**src/rtl/sdrc_wb_arbiter.sv**
```systemverilog
// sdrc_wb_arbiter: two-master Wishbone arbiter in front of the SDRAM controller port.
// The owner's request is muxed combinationally onto s_*; after each ownership ends
// one idle TURN cycle separates masters.
// Optional round-robin tie-break is enabled by defining SDRC_ARB_RR_EN; without it,
// master 0 wins simultaneous requests (fixed priority).
//
// state | meaning
// IDLE  | no owner, s_* quiet, waiting for any cyc
// OWN0  | master 0 owns the slave port
// OWN1  | master 1 owns the slave port
// TURN  | one quiet cycle after an owner releases cyc
module sdrc_wb_arbiter #(
   parameter int APP_AW = 26,
   parameter int dw     = 32
) (
   input  logic              wb_clk_i,
   input  logic              wb_rst_i,

   input  logic              m0_cyc_i,
   input  logic              m0_stb_i,
   input  logic              m0_we_i,
   input  logic [APP_AW-1:0] m0_addr_i,
   input  logic [dw-1:0]     m0_dat_i,
   input  logic [dw/8-1:0]   m0_sel_i,
   input  logic [2:0]        m0_cti_i,
   output logic              m0_ack_o,
   output logic [dw-1:0]     m0_dat_o,

   input  logic              m1_cyc_i,
   input  logic              m1_stb_i,
   input  logic              m1_we_i,
   input  logic [APP_AW-1:0] m1_addr_i,
   input  logic [dw-1:0]     m1_dat_i,
   input  logic [dw/8-1:0]   m1_sel_i,
   input  logic [2:0]        m1_cti_i,
   output logic              m1_ack_o,
   output logic [dw-1:0]     m1_dat_o,

   output logic              s_cyc_o,
   output logic              s_stb_o,
   output logic              s_we_o,
   output logic [APP_AW-1:0] s_addr_o,
   output logic [dw-1:0]     s_dat_o,
   output logic [dw/8-1:0]   s_sel_o,
   output logic [2:0]        s_cti_o,
   input  logic              s_ack_i,
   input  logic [dw-1:0]     s_dat_i,

   output logic [1:0]        grant_o
);

   typedef enum logic [1:0] {
      IDLE = 2'd0,
      OWN0 = 2'd1,
      OWN1 = 2'd2,
      TURN = 2'd3
   } state_t;

   state_t state_q;
   state_t state_d;
   logic   pick_m1;
   logic   own0;
   logic   own1;

`ifdef SDRC_ARB_RR_EN
   // last_q = 1 means master 1 won last, so master 0 gets the next tie
   logic last_q;

   // Record the winner on every entry to an OWN state
   always_ff @(posedge wb_clk_i) begin
      if (wb_rst_i)
         last_q <= 1'b1;
      else if (state_q == IDLE && state_d == OWN0)
         last_q <= 1'b0;
      else if (state_q == IDLE && state_d == OWN1)
         last_q <= 1'b1;
   end

   assign pick_m1 = m1_cyc_i & (~m0_cyc_i | ~last_q);
`else
   assign pick_m1 = m1_cyc_i & ~m0_cyc_i;
`endif

   // State register
   always_ff @(posedge wb_clk_i) begin
      if (wb_rst_i)
         state_q <= IDLE;
      else
         state_q <= state_d;
   end

   // Next-state logic; grant holds for the whole cyc, bursts included
   always_comb begin
      state_d = state_q;
      case (state_q)
         IDLE: begin
            if (m0_cyc_i || m1_cyc_i)
               state_d = pick_m1 ? OWN1 : OWN0;
         end
         OWN0: begin
            if (!m0_cyc_i)
               state_d = TURN;
         end
         OWN1: begin
            if (!m1_cyc_i)
               state_d = TURN;
         end
         TURN: state_d = IDLE;
         default: state_d = IDLE;
      endcase
   end

   // Reset masks ownership in the same cycle so a mid-transfer reset routes nothing
   assign own0 = (state_q == OWN0) && !wb_rst_i;
   assign own1 = (state_q == OWN1) && !wb_rst_i;

   // Slave-side request mux: owner's signals pass through, otherwise all zero
   always_comb begin
      s_cyc_o  = 1'b0;
      s_stb_o  = 1'b0;
      s_we_o   = 1'b0;
      s_addr_o = '0;
      s_dat_o  = '0;
      s_sel_o  = '0;
      s_cti_o  = '0;
      if (own0) begin
         s_cyc_o  = m0_cyc_i;
         s_stb_o  = m0_stb_i;
         s_we_o   = m0_we_i;
         s_addr_o = m0_addr_i;
         s_dat_o  = m0_dat_i;
         s_sel_o  = m0_sel_i;
         s_cti_o  = m0_cti_i;
      end else if (own1) begin
         s_cyc_o  = m1_cyc_i;
         s_stb_o  = m1_stb_i;
         s_we_o   = m1_we_i;
         s_addr_o = m1_addr_i;
         s_dat_o  = m1_dat_i;
         s_sel_o  = m1_sel_i;
         s_cti_o  = m1_cti_i;
      end
   end

   assign m0_ack_o = s_ack_i & own0;
   assign m1_ack_o = s_ack_i & own1;
   assign m0_dat_o = own0 ? s_dat_i : '0;
   assign m1_dat_o = own1 ? s_dat_i : '0;
   assign grant_o  = {own1, own0};

endmodule
```
**config.mk**
```make
export PLATFORM = sky130hd
export DESIGN_NAME = sdrc_wb_arbiter
export DESIGN_NICKNAME = d
export VERILOG_FILES = /design/src/rtl/sdrc_wb_arbiter.sv
export SDC_FILE = /design/constraint.sdc
export NUM_CORES = 1
export LEC_CHECK = 0
export CAP_MARGIN = 20
export CORE_AREA = 8 8 113 115
export DETAILED_ROUTE_END_ITERATION = 10
export DIE_AREA = 0 0 121 123
export PLACE_DENSITY_LB_ADDON = 0.2
export SLEW_MARGIN = 20
export SYNTH_ARGS = -nofsm -noshare
export SYNTH_HDL_FRONTEND = slang
export SYNTH_SLANG_ARGS = --single-unit
export TNS_END_PERCENT = 100
```
**constraint.sdc**
```tcl
create_clock -name wb_clk_i -period 1.81 [get_ports wb_clk_i]
set_clock_uncertainty 0.2 [all_clocks]
set_input_delay 0.4525 -clock wb_clk_i [delete_from_list [all_inputs] [get_ports wb_clk_i]]
set_output_delay 0.4525 -clock wb_clk_i [all_outputs]
set_load 0.05 [all_outputs]
```
---- Yosys cells after proc, flatten, opt, wreduce, memory -nomap -nowiden ----
Cells that the tools add are included.
word-level totals
  register bits ........................... 2
  output and inout bits ................... 136
operators by class
  equality and inequality tests ........... 6
  multiplexer cells ....................... 21
  bitwise operators ....................... 4
  reductions and logical operators ........ 6
operator list
  kind                                            number
  two-way mux 32 bit                              4
  two-way mux 26 bit                              2
  two-way mux 2 bit                               4
  two-way mux 4 bit                               2
  case mux 2 bit (4 select lines)                 1
  two-way mux 1 bit                               6
  two-way mux 3 bit                               2
  inequality test 2 bit (second input constant)   3
  == test 2 bit (second input constant)           2
  bitwise AND 1 bit                               3
  AND reduction 3 bit                             1
  == test 2 x 1 -> 1 bit (second input constant)  1
  logical AND 1 bit                               2
  logical NOT 2 bit                               1
  logical NOT 1 bit                               1
  logical OR 1 bit                                1
  NOT 1 bit                                       1

---- Logic depth before layout (Yosys ltp) ----
  word-level depth ........................ 5
  mapped depth ............................ 7

---- Worst setup path before layout ----
OpenSTA, ideal clock, no wires.
  path kind ............................... register to output
  start ................................... register state_q[0]
  end ..................................... output port s_addr_o[0]
  data arrival time ....................... 1.628 ns
  data required time ...................... 1.157 ns
  slack ................................... -0.470 ns
  stages on the path, launching flop included .. 8
  path buffers ............................ 2
  path through ............................ dfxtp_1 -> inv_1 -> ha_1 -> nor2b_4 -> and2b_4 -> buf_6 -> buf_6 -> a22o_1
on the way
  word-level cells in the longest chain between the ends .. 4
  elaborated cells on any way between the ends .. 6
  classes of those cells .................. eq/ne (2); mux (2); reduce/logical (2)
RTL lines
  element                   RTL line  RTL
  start: declaration        59        state_t state_q;
  start signal: assignment  89        state_q <= state_d;
  == test 2 bit             115       assign own1 = (state_q == OWN1) && !wb_rst_i;
  logical AND 1 bit         115
  two-way mux 26 bit        134       end else if (own1) begin
  two-way mux 26 bit (*)    126       if (own0) begin
  end: declaration          42        output logic [APP_AW-1:0] s_addr_o,
Every way passes the cells marked *; elsewhere a longest branch is shown, timed or not.

---- Final worst setup path ----
  start ................................... register state_q[1]
  end ..................................... output port s_dat_o[13]
on the way
  word-level cells in the longest chain between the ends .. 4
  elaborated cells on any way between the ends .. 6
  classes of those cells .................. eq/ne (2); mux (2); reduce/logical (2)
RTL lines
  element                 RTL line  RTL
  == test 2 bit           115
  logical AND 1 bit       115
  two-way mux 32 bit      134
  two-way mux 32 bit (*)  126
  end: declaration        43        output logic [dw-1:0] s_dat_o,
Marks and branches as above.

==> results.json <==
{
  "outcome": "finished with violations",
  "violations": "setup timing",
  "critical_path_arrival_ps": 1750,
  "vias": 2850,
  "grt_pass1_vias": 3292,
  "instances_no_fill": 652,
  "regMostFlops": "state_q",
  "clk_latency_ps": 220,
  "cts_root_buffer": "clkbuf_16",
  "area_growth_pct": 439,
  "coreArea_sq_um": 11100,
  "fin_nets": 686,
  "wl_per_cell_um": 22.3,
  "drive_gt1_frac": 0.637,
  "cts.sinks": 2,
  "wirelength_mm": 14.5,
  "grt.overflow.total": 0,
  "reg2reg_slack_ps": 40,
  "drc_errors": 0,
  "fin_crit_sh": 1.33,
  "synth_top_area_cell": "a22o_1",
  "antenna_cells": 0,
  "fin_util": 0.664,
  "maxSlewHeadroom": 0.794,
  "chipHeight_um": 123,
  "yosys_warnings": 0,
  "synth_area_per_cell_sq_um": 7.49,
  "startpoint_type": "flop",
  "synth_cell_type_count": 23,
  "syn-cell-area_sq_um": 1360,
  "fin_tns_setup_ps": -68050,
  "synthTopCellsByArea": "a22o_1, and2_1, buf_2",
  "viasPerCell": 4.37,
  "yosysSeqAreaShare": 0.0294,
  "largest_reg_flops": 2,
  "worstSetupPathType": "flop to primary output",
  "cp.required_ps": 1160,
  "syn-num-nets": 357,
  "track_usage": 0.179,
  "worstPathMaxFanout": 15,
  "num_io_pins": 307,
  "finalPower_mw": 7.71,
  "fmax_mhz": 416,
  "p_per_area_nw_per_um2": 1050,
  "ir_drop_v": 0.000688,
  "top_regs": "state_q x2",
  "detailed_place_hpwl_mm": 12.1,
  "yosys.area.top_type_share": 0.437,
  "setup_violations": 136,
  "drv_slew": 0,
  "ys_ff_latch": 2,
  "start_util": 0.123,
  "rows": 39,
  "finalWeightedCongestion": 0.753,
  "die_area_sq_um": 14900,
  "cp-end-kind": "primary output",
  "finalHoldViolCount": 0,
  "path_clk_slew_ps": 30,
  "fin_area_sq_um": 7350,
  "place_inst": 628,
  "grt_max_degree": 32,
  "worst_slack_ps": -597,
  "firstDrtPassIters": 4,
  "ant_nets": 0,
  "cts_buffers": 3,
  "dpl_cell_area_sq_um": 6820,
  "grt_pass1_wl_mm": 20.4,
  "leakage_nw": 3.14,
  "fp.dieW_um": 121,
  "drt_iter0_drc": 56,
  "rsz0062_at_grt": "yes",
  "cts_max_level": 1,
  "grt_antenna_before_repair": 0,
  "io_buffer_count": 306,
  "tritoncts": "yes",
  "worst_pin_slew_ps": 308,
  "netlist_instances": 182,
  "period_minus_slack_ps": 2410,
  "cap_violations": 0,
  "cts_buffer_depth": 2,
  "hold_class": "flop to flop"
}
report_power, final:
group,switching (mW),internal [mW]
Clock,0.0561,0.282
Combinational,3.44,3.83
Sequential,0.0265,0.0733
path summary, 6_finish.rpt:
kind | startpoint | endpoint | depth (start not counted)
max | state_q[1] | s_dat_o[13] | 7
min | state_q[0] | state_q[0] | 2
max reg2reg | state_q[1] | state_q[1] | 6
min reg2reg | state_q[0] | state_q[0] | 2
metal layers:
layer	GRT usage	up-vias	part of all wire
li1	-	1339	-
met3	0.0868	10	0.12
met2	0.353	192	0.55
met1	0.161	1309	0.31
met5	0	-	0
met4	0.0359	0	0.013
cells by family (layout without fill, tap and decap cells):
group | after synthesis | count (layout) | share of synthesized area
and+or+nand+nor | 76 | 76 | 0.358
AOI/OAI and AO/OA | 75 | 75 | 0.470
DFF | 2 | 2 | 0.0294
adders and majority gates | 4 | 4 | 0.0367
buffers and inverters | 25 | 352 | 0.106
cell type report:
type	instances	area (sq um)
flip-flops and latches	2	45.0
multi-input cells	155	1980
well taps	143	179
fillers	775	3730
repair buffers	347	5060
inverters	2	10.0
clock buffers	3	75.1
synthesized netlist by cell type (all sizes together):
| library cell | number |
|---|---|
| a21oi | 3 |
| a22o | 68 |
| a22oi | 1 |
| a311oi | 1 |
| and2 | 66 |
| and2b | 1 |
| buf | 17 |
| clkbuf | 6 |
| dfxtp | 2 |
| ha | 4 |
| inv | 2 |
| nand2 | 1 |
| nand2b | 1 |
| nand3b | 2 |
| nor2 | 1 |
| nor2b | 2 |
| nor3b | 1 |
| o2111ai | 1 |
| o21ai | 1 |
| or3b | 1 |
stage by stage:
| stage | hold slack, ps | worst slack, ps |
|---|---|---|
| finish | 373 | -597 |
| global route | 403 | -632 |
| CTS | 340 | -616 |
| detailed placement | 313 | -834 |
| global placement | 284 | -827 |
| floorplan | 263 | -236 |
repair_timing:
item	CTS	global route
buffers inserted	11	4
pin swaps	23	2
hold buffers	0	0
resized for setup	51	5
setup endpoints to repair	136	138
gates cloned	9	2
hold endpoints to repair	0	0
cells in the final DEF, fill, tap and decap left out:
| cell | n |
|---|---|
| a21oi_1 | 2 |
| buf_6 | 8 |
| dfxtp_4 | 1 |
| buf_12 | 147 |
| o21ai_0 | 1 |
| and2_4 | 66 |
| o2111ai_1 | 1 |
| a21oi_4 | 1 |
| buf_8 | 3 |
| inv_1 | 1 |
| buf_4 | 11 |
| buf_16 | 5 |
| clkdlybuf4s50_1 | 169 |
| inv_4 | 1 |
| clkbuf_16 | 5 |
| nand2b_1 | 1 |
| nor2_1 | 1 |
| a22o_1 | 1 |
| nand3b_1 | 2 |
| dfxtp_2 | 1 |
| nand2_1 | 1 |
| and2b_4 | 1 |
| a311oi_1 | 1 |
| ha_4 | 2 |
| clkbuf_8 | 1 |
| nor3b_1 | 1 |
| nor2b_4 | 2 |
| ha_1 | 2 |
| a22oi_2 | 1 |
| or3b_2 | 1 |
| a22o_4 | 67 |
| dlygate4sd2_1 | 1 |
worst max-delay path, cell delays in order (launching register included):
cell and delay (ps):
dfxtp_2 310, buf_6 120, ha_4 160, nor2b_4 130
and2b_4 230, clkbuf_16 200, a22o_4 230, buf_12 140
Note: power is estimated with default switching activity, not from simulation.
